[config.mk]
export PLATFORM = sky130hd
export DESIGN_NAME = mc_ctrl_fsm
export DESIGN_NICKNAME = d
export VERILOG_FILES = /design/src/rtl/mc_ctrl_fsm.sv
export SDC_FILE = /design/constraint.sdc
export NUM_CORES = 1
export LEC_CHECK = 0
export CAP_MARGIN = 30
export CORE_MARGIN = 1
export CORE_UTILIZATION = 38
export DETAILED_ROUTE_END_ITERATION = 8
export GPL_TIMING_DRIVEN = 0
export PLACE_DENSITY = 0.79
export SKIP_LAST_GASP = 1
export SLEW_MARGIN = 10
export SYNTH_ARGS = -nofsm -noshare
export SYNTH_HDL_FRONTEND = slang
export SYNTH_SLANG_ARGS = --single-unit
[constraint.sdc]
create_clock -name clk -period 2.2 [get_ports clk]
set_clock_uncertainty 0.05 [all_clocks]
set_input_delay 0.33 -clock clk [delete_from_list [all_inputs] [get_ports clk]]
set_output_delay 0.33 -clock clk [all_outputs]
set_load 0.1 [all_outputs]
[src/rtl/mc_ctrl_fsm.sv]
// Main control FSM for the multicycle MIPS core.
// Sequences ALU, register file, memory port and PC/IR/ALUOut/MDR.
module mc_ctrl_fsm #(
    parameter int unsigned MEM_WAIT_MAX = 0
) (
    input  logic       clk,
    input  logic       rst_n,
    input  logic [5:0] opcode,
    input  logic [5:0] funct,
    input  logic       zero,
    input  logic       mem_ready,
    output logic       pc_write,
    output logic [1:0] pc_src,
    output logic       ir_write,
    output logic       mem_read,
    output logic       mem_write,
    output logic       i_or_d,
    output logic       reg_write,
    output logic [1:0] reg_dst,
    output logic [1:0] wb_sel,
    output logic [1:0] alu_a_sel,
    output logic [2:0] alu_b_sel,
    output logic [3:0] aluinst,
    output logic       illegal_op,
    output logic       mem_err,
    output logic [2:0] state_dbg
);

    typedef enum logic [2:0] {
        S_RST = 3'd0,
        S_IF  = 3'd1,
        S_ID  = 3'd2,
        S_EX  = 3'd3,
        S_MEM = 3'd4,
        S_WB  = 3'd5
    } state_t;

    localparam logic [3:0] ALU_ADD  = 4'd0;
    localparam logic [3:0] ALU_SUB  = 4'd1;
    localparam logic [3:0] ALU_AND  = 4'd2;
    localparam logic [3:0] ALU_OR   = 4'd3;
    localparam logic [3:0] ALU_XOR  = 4'd4;
    localparam logic [3:0] ALU_NOR  = 4'd5;
    localparam logic [3:0] ALU_SLT  = 4'd6;
    localparam logic [3:0] ALU_SLTU = 4'd7;
    localparam logic [3:0] ALU_SLL  = 4'd8;
    localparam logic [3:0] ALU_SRL  = 4'd9;
    localparam logic [3:0] ALU_SRA  = 4'd10;
    localparam logic [3:0] ALU_LU   = 4'd11;
    localparam logic [3:0] ALU_BNE  = 4'd12;
    localparam logic [3:0] ALU_BLEZ = 4'd13;
    localparam logic [3:0] ALU_BGTZ = 4'd14;
    localparam logic [3:0] ALU_BLTZ = 4'd15;

    state_t      r_state;
    state_t      w_next;
    logic [31:0] r_wait;
    logic        w_timeout;

    logic       w_rtype;
    logic       w_jr;
    logic       w_shift_imm;
    logic       w_r_ok;
    logic       w_ialu;
    logic       w_lw;
    logic       w_sw;
    logic       w_br;
    logic       w_j;
    logic       w_jal;
    logic       w_legal;
    logic [3:0] w_r_alu;
    logic [3:0] w_i_alu;
    logic [3:0] w_b_alu;
    logic [2:0] w_i_bsel;

    assign w_rtype     = (opcode == 6'h00);
    assign w_jr        = w_rtype && (funct == 6'h08);
    assign w_shift_imm = w_rtype && ((funct == 6'h00) ||
                                     (funct == 6'h02) ||
                                     (funct == 6'h03));
    assign w_ialu      = (opcode[5:3] == 3'b001);
    assign w_lw        = (opcode == 6'h23);
    assign w_sw        = (opcode == 6'h2B);
    assign w_br        = (opcode == 6'h01) || (opcode[5:2] == 4'b0001);
    assign w_j         = (opcode == 6'h02);
    assign w_jal       = (opcode == 6'h03);
    assign w_legal     = (w_rtype && w_r_ok) || w_ialu || w_lw || w_sw ||
                         w_br || w_j || w_jal;

    assign w_timeout = (MEM_WAIT_MAX != 0) &&
                       ((r_state == S_IF) || (r_state == S_MEM)) &&
                       !mem_ready && (r_wait >= MEM_WAIT_MAX);

    assign state_dbg = r_state;

    // R-type funct to ALU operation; flags undecodable functs
    always_comb begin
        w_r_ok  = 1'b1;
        w_r_alu = ALU_ADD;
        unique case (funct)
            6'h20, 6'h21: w_r_alu = ALU_ADD;
            6'h22, 6'h23: w_r_alu = ALU_SUB;
            6'h24:        w_r_alu = ALU_AND;
            6'h25:        w_r_alu = ALU_OR;
            6'h26:        w_r_alu = ALU_XOR;
            6'h27:        w_r_alu = ALU_NOR;
            6'h2A:        w_r_alu = ALU_SLT;
            6'h2B:        w_r_alu = ALU_SLTU;
            6'h00, 6'h04: w_r_alu = ALU_SLL;
            6'h02, 6'h06: w_r_alu = ALU_SRL;
            6'h03, 6'h07: w_r_alu = ALU_SRA;
            6'h08:        w_r_alu = ALU_ADD;
            default:      w_r_ok  = 1'b0;
        endcase
    end

    // I-type ALU and branch opcode to ALU operation / B operand
    always_comb begin
        w_i_alu  = ALU_ADD;
        w_i_bsel = 3'd2;
        w_b_alu  = ALU_SUB;
        unique case (opcode)
            6'h0A: w_i_alu = ALU_SLT;
            6'h0B: w_i_alu = ALU_SLTU;
            6'h0C: begin w_i_alu = ALU_AND; w_i_bsel = 3'd3; end
            6'h0D: begin w_i_alu = ALU_OR;  w_i_bsel = 3'd3; end
            6'h0E: begin w_i_alu = ALU_XOR; w_i_bsel = 3'd3; end
            6'h0F: begin w_i_alu = ALU_LU;  w_i_bsel = 3'd3; end
            6'h05: w_b_alu = ALU_BNE;
            6'h06: w_b_alu = ALU_BLEZ;
            6'h07: w_b_alu = ALU_BGTZ;
            6'h01: w_b_alu = ALU_BLTZ;
            default: ;
        endcase
    end

    // State register
    always_ff @(posedge clk or negedge rst_n) begin
        if (!rst_n) r_state <= S_RST;
        else        r_state <= w_next;
    end

    // Memory wait counter: cleared on any state change or timeout
    always_ff @(posedge clk or negedge rst_n) begin
        if (!rst_n) begin
            r_wait <= '0;
        end else if (w_timeout || (w_next != r_state)) begin
            r_wait <= '0;
        end else if (!mem_ready && (r_wait != '1) &&
                     ((r_state == S_IF) || (r_state == S_MEM))) begin
            r_wait <= r_wait + 32'd1;
        end
    end

    // Next-state and control outputs
    always_comb begin
        w_next     = r_state;
        pc_write   = 1'b0;
        pc_src     = 2'd0;
        ir_write   = 1'b0;
        mem_read   = 1'b0;
        mem_write  = 1'b0;
        i_or_d     = 1'b0;
        reg_write  = 1'b0;
        reg_dst    = 2'd0;
        wb_sel     = 2'd0;
        alu_a_sel  = 2'd0;
        alu_b_sel  = 3'd0;
        aluinst    = ALU_ADD;
        illegal_op = 1'b0;
        mem_err    = 1'b0;
        unique case (r_state)
            S_RST: w_next = S_IF;
            S_IF: begin
                if (w_timeout) begin
                    mem_err = 1'b1;
                    w_next  = S_IF;
                end else begin
                    mem_read  = 1'b1;
                    alu_b_sel = 3'd1;
                    if (mem_ready) begin
                        ir_write = 1'b1;
                        pc_write = 1'b1;
                        w_next   = S_ID;
                    end
                end
            end
            S_ID: begin
                alu_b_sel = 3'd4;
                w_next    = S_EX;
                unique case (1'b1)
                    !w_legal: begin
                        illegal_op = 1'b1;
                        w_next     = S_IF;
                    end
                    w_j: begin
                        pc_write = 1'b1;
                        pc_src   = 2'd2;
                        w_next   = S_IF;
                    end
                    w_jal: begin
                        pc_write  = 1'b1;
                        pc_src    = 2'd2;
                        reg_write = 1'b1;
                        reg_dst   = 2'd2;
                        wb_sel    = 2'd2;
                        w_next    = S_IF;
                    end
                    w_jr: begin
                        pc_write = 1'b1;
                        pc_src   = 2'd3;
                        w_next   = S_IF;
                    end
                    default: ;
                endcase
            end
            S_EX: begin
                alu_a_sel = 2'd1;
                w_next    = S_IF;
                unique case (1'b1)
                    w_rtype: begin
                        if (w_shift_imm) alu_a_sel = 2'd2;
                        aluinst = w_r_alu;
                        w_next  = S_WB;
                    end
                    w_ialu: begin
                        alu_b_sel = w_i_bsel;
                        aluinst   = w_i_alu;
                        w_next    = S_WB;
                    end
                    (w_lw || w_sw): begin
                        alu_b_sel = 3'd2;
                        w_next    = S_MEM;
                    end
                    w_br: begin
                        aluinst  = w_b_alu;
                        pc_src   = 2'd1;
                        pc_write = zero;
                    end
                    default: ;
                endcase
            end
            S_MEM: begin
                if (w_timeout) begin
                    mem_err = 1'b1;
                    w_next  = S_IF;
                end else begin
                    i_or_d    = 1'b1;
                    mem_read  = w_lw;
                    mem_write = w_sw;
                    if (mem_ready) w_next = w_lw ? S_WB : S_IF;
                end
            end
            S_WB: begin
                reg_write = 1'b1;
                reg_dst   = w_rtype ? 2'd1 : 2'd0;
                wb_sel    = w_lw ? 2'd1 : 2'd0;
                w_next    = S_IF;
            end
            default: w_next = S_IF;
        endcase
    end

endmodule

==> impl_metrics.tcl <==
set metrics [dict create \
    fin_nets 185 \
    p_per_area_nw_per_um2 502 \
    ys.flop_type "dfrtp_1" \
    fmax_ghz 0.448 \
    syn-mean-instance-area_um2 6.33 \
    critPathMaxFanout 7 \
    grt_max_degree 11 \
    overflow 0 \
    finalSetupViolations 3 \
    worstSetupStartpoint "opcode[1]" \
    required_ns 1.82 \
    setup_tns_ns -0.0659 \
    finalCritPeriodShare 1.02 \
    worstPathCellList "dlygate4sd2_1 > nand4b_1 > or4_4 > a21oi_2 > buf_8" \
    syn_inst 120 \
    violations "setup timing" \
    final.setup.worst_slack_ns -0.0343 \
    rows 15 \
    track_usage 0.304 \
    final_hold_viol_count 0 \
    status "finished, violations left" \
    vdd_drop_max_v 0.000539 \
    grt_setup_unrepaired "yes" \
    yosysSeqAreaShare 0.0988 \
    use_met3 0.0627 \
    crit_arrival_ns 1.85 \
    yosys_warnings 0 \
    tightestPinTransition_ns 0.986 \
    synthArstFlopShare 1.00 \
    final_cell_area_um2 1560 \
    cts_tree "yes" \
    port_buffers 34 \
    avgViaCountPerCell 6.36 \
    post_drt_wl_per_cell_um 18.5 \
    io_pins 42 \
    cp-start-kind "primary input" \
    reg2reg_depth 3 \
    critPathTopFamily "simple AND/OR/NAND/NOR gates" \
    route.vias.total 1228 \
    antenna_found_initial 0 \
    cts-root-buf "clkbuf_4" \
    grt_util_met1 0.381 \
    ys_ff_latch 3 \
    crit_type "in -> out" \
    maxCapViolCount 0 \
    slowest_stage "or4_4" \
    largest_reg_flops 3 \
    routed_wl_um 3570 \
    synth-edff-count 0 \
    drt_drc_violations_left 0 \
    htree_levels 1 \
    gp_congestion 0.800 \
    grt_pass1_wl_um 4760 \
    slew_viol_final 0 \
    r2r_setup_slack_ns 0.67 \
    cp-end-kind "output port" \
    synth.cell_area_um2 759 \
    timing.rr.start "state_dbg[2]$_DFFE_PN0P_" \
    critPathBufInv 2 \
    dieArea_um2 2180 \
    grt_pass1_vias 1026 \
    hold_class "in -> async" \
    insertion_delay_ns 0.25 \
    clk_pin_slew_ns 0.05 \
    max-slew-margin-rel 0.346 \
    ys_types 45 \
    max_stage_delay_ns 0.50 \
    power.leakage_nw 0.611 \
    dp_hpwl_um 1980 \
    start_util 0.422 \
    drt-initial-drc-count 52 \
    grt_use_met2 0.500 \
    cts.sinks 3 \
    cts_made_buffers 3 \
    drive_gt1_frac 0.524 \
    die_w_um 46.7 \
    num_antenna_cells 0 \
    grt_busiest_layer "met2" \
    placed_area_um2 1320 \
    dr.pass1.iters 5 \
    synth_nets 136 \
    reg2reg_to "state_dbg[0]$_DFFE_PN0P_" \
    postRouteAntennaNets 0 \
    die_height_um 46.7 \
    finalCriticalPeriod_ns 2.23 \
    area_growth_pct 106 \
    clockBufferDepth 2 \
    core-area_um2 1800 \
]
## cells in the mapped netlist (2+ instances only)
library cell / n / area, um^2
a21o_1: 2 / 15.0
a21oi_1: 13 / 65.1
a22oi_1: 2 / 15.0
a31o_2: 2 / 17.5
buf_2: 2 / 10.0
buf_4: 3 / 22.5
clkbuf_1: 6 / 22.5
dfrtp_1: 3 / 75.1
inv_1: 5 / 18.8
nand2_1: 9 / 33.8
nand2b_1: 3 / 18.8
nand3_1: 4 / 20.0
nand3b_1: 3 / 22.5
nor2_1: 15 / 56.3
nor2b_1: 4 / 25.0
nor3_1: 3 / 15.0
nor4_1: 3 / 18.8
o21ai_0: 8 / 40.0
o21ai_1: 3 / 15.0
o22a_1: 2 / 17.5
## how the worst max path moves through the flow
stage | depth (start not counted) | to | slack, ns
global route | 6 | pc_write | -0.12
finish | 5 | mem_read | -0.03
detailed placement | 7 | aluinst[1] | -1.47
CTS | 4 | mem_read | -0.12
global placement | 7 | aluinst[1] | -1.40
floorplan | 6 | pc_write | -1.05
## final cells by class
cell class	instances	area [um^2]
multi-input cells	100	856
repair buffers	44	449
fillers	102	239
plain buffers	12	95.1
flip-flops and latches	3	86.3
well taps	25	31.3
clock buffers	4	26.3
inverters	5	18.8
## where the power goes
part | switching, mW | total, mW | leakage (nW) | internal [mW]
Sequential | 0.0127 | 0.0805 | 0.0333 | 0.0678
Combinational | 0.426 | 0.594 | 0.563 | 0.168
Clock | 0.0409 | 0.110 | 0.0150 | 0.0688
Total | 0.479 | 0.784 | 0.611 | 0.305
## cells in the final DEF, fill, tap and decap left out, types with 2 or more instances in the layout
cell type / instances
dlygate4sd2_1: 5
dfrtp_4: 3
nand2_1: 7
buf_8: 4
nor4_4: 5
or4_4: 2
a21oi_1: 10
clkdlybuf4s15_2: 2
buf_4: 18
nand2b_1: 2
o21ai_0: 7
a21oi_2: 2
buf_12: 7
buf_6: 3
nand3b_1: 3
buf_2: 5
clkbuf_4: 4
nor2_2: 2
nand3_1: 3
nor2_4: 7
o22a_1: 2
nor2b_2: 2
clkdlybuf4s50_1: 4
clkbuf_2: 3
inv_1: 5
clkbuf_1: 3
o21ai_1: 2
a22oi_1: 2
nor2_1: 6
## cells by family after synthesis
group           after synthesis  share of synthesized area
mux                           1                     0.0132
other cells                   1                    0.00494
buf+inv                      17                      0.102
compound gates               40                      0.333
flops                         3                     0.0988
xor+xnor                      2                     0.0231
simple gates                 56                      0.425
## per-stage QoR
| stage | power [mW] | hold WS, ns | utilization | setup slack, ns | std cells |
|---|---|---|---|---|---|
| after floorplan | 0.489 | -0.0156 | - | -1.05 | 120 |
| after global placement | 0.598 | 0.472 | 0.732 | -1.40 | 179 |
| after detailed placement | 0.605 | 0.475 | 0.732 | -1.47 | 179 |
| after CTS | 0.728 | 0.219 | 0.811 | -0.120 | 189 |
| after global routing | 0.820 | 0.195 | 0.867 | -0.117 | 193 |
| final | 0.784 | 0.213 | 0.867 | -0.0343 | 193 |
## metal layers
layer / share of wire / wire length, um
met5: 0 / 0
met4: 0.041 / 145
met3: 0.087 / 311
met2: 0.51 / 1840
met1: 0.36 / 1280
## what timing repair did
action | in CTS | in global routing
gates resized for setup | 170 | 26
setup buffers | 6 | 4
hold buffers | 0 | 0
pin swaps | 10 | 3
endpoints found under the setup margin | 24 | 14
cloned | 0 | 0
Power figures use the tool's default switching activity.
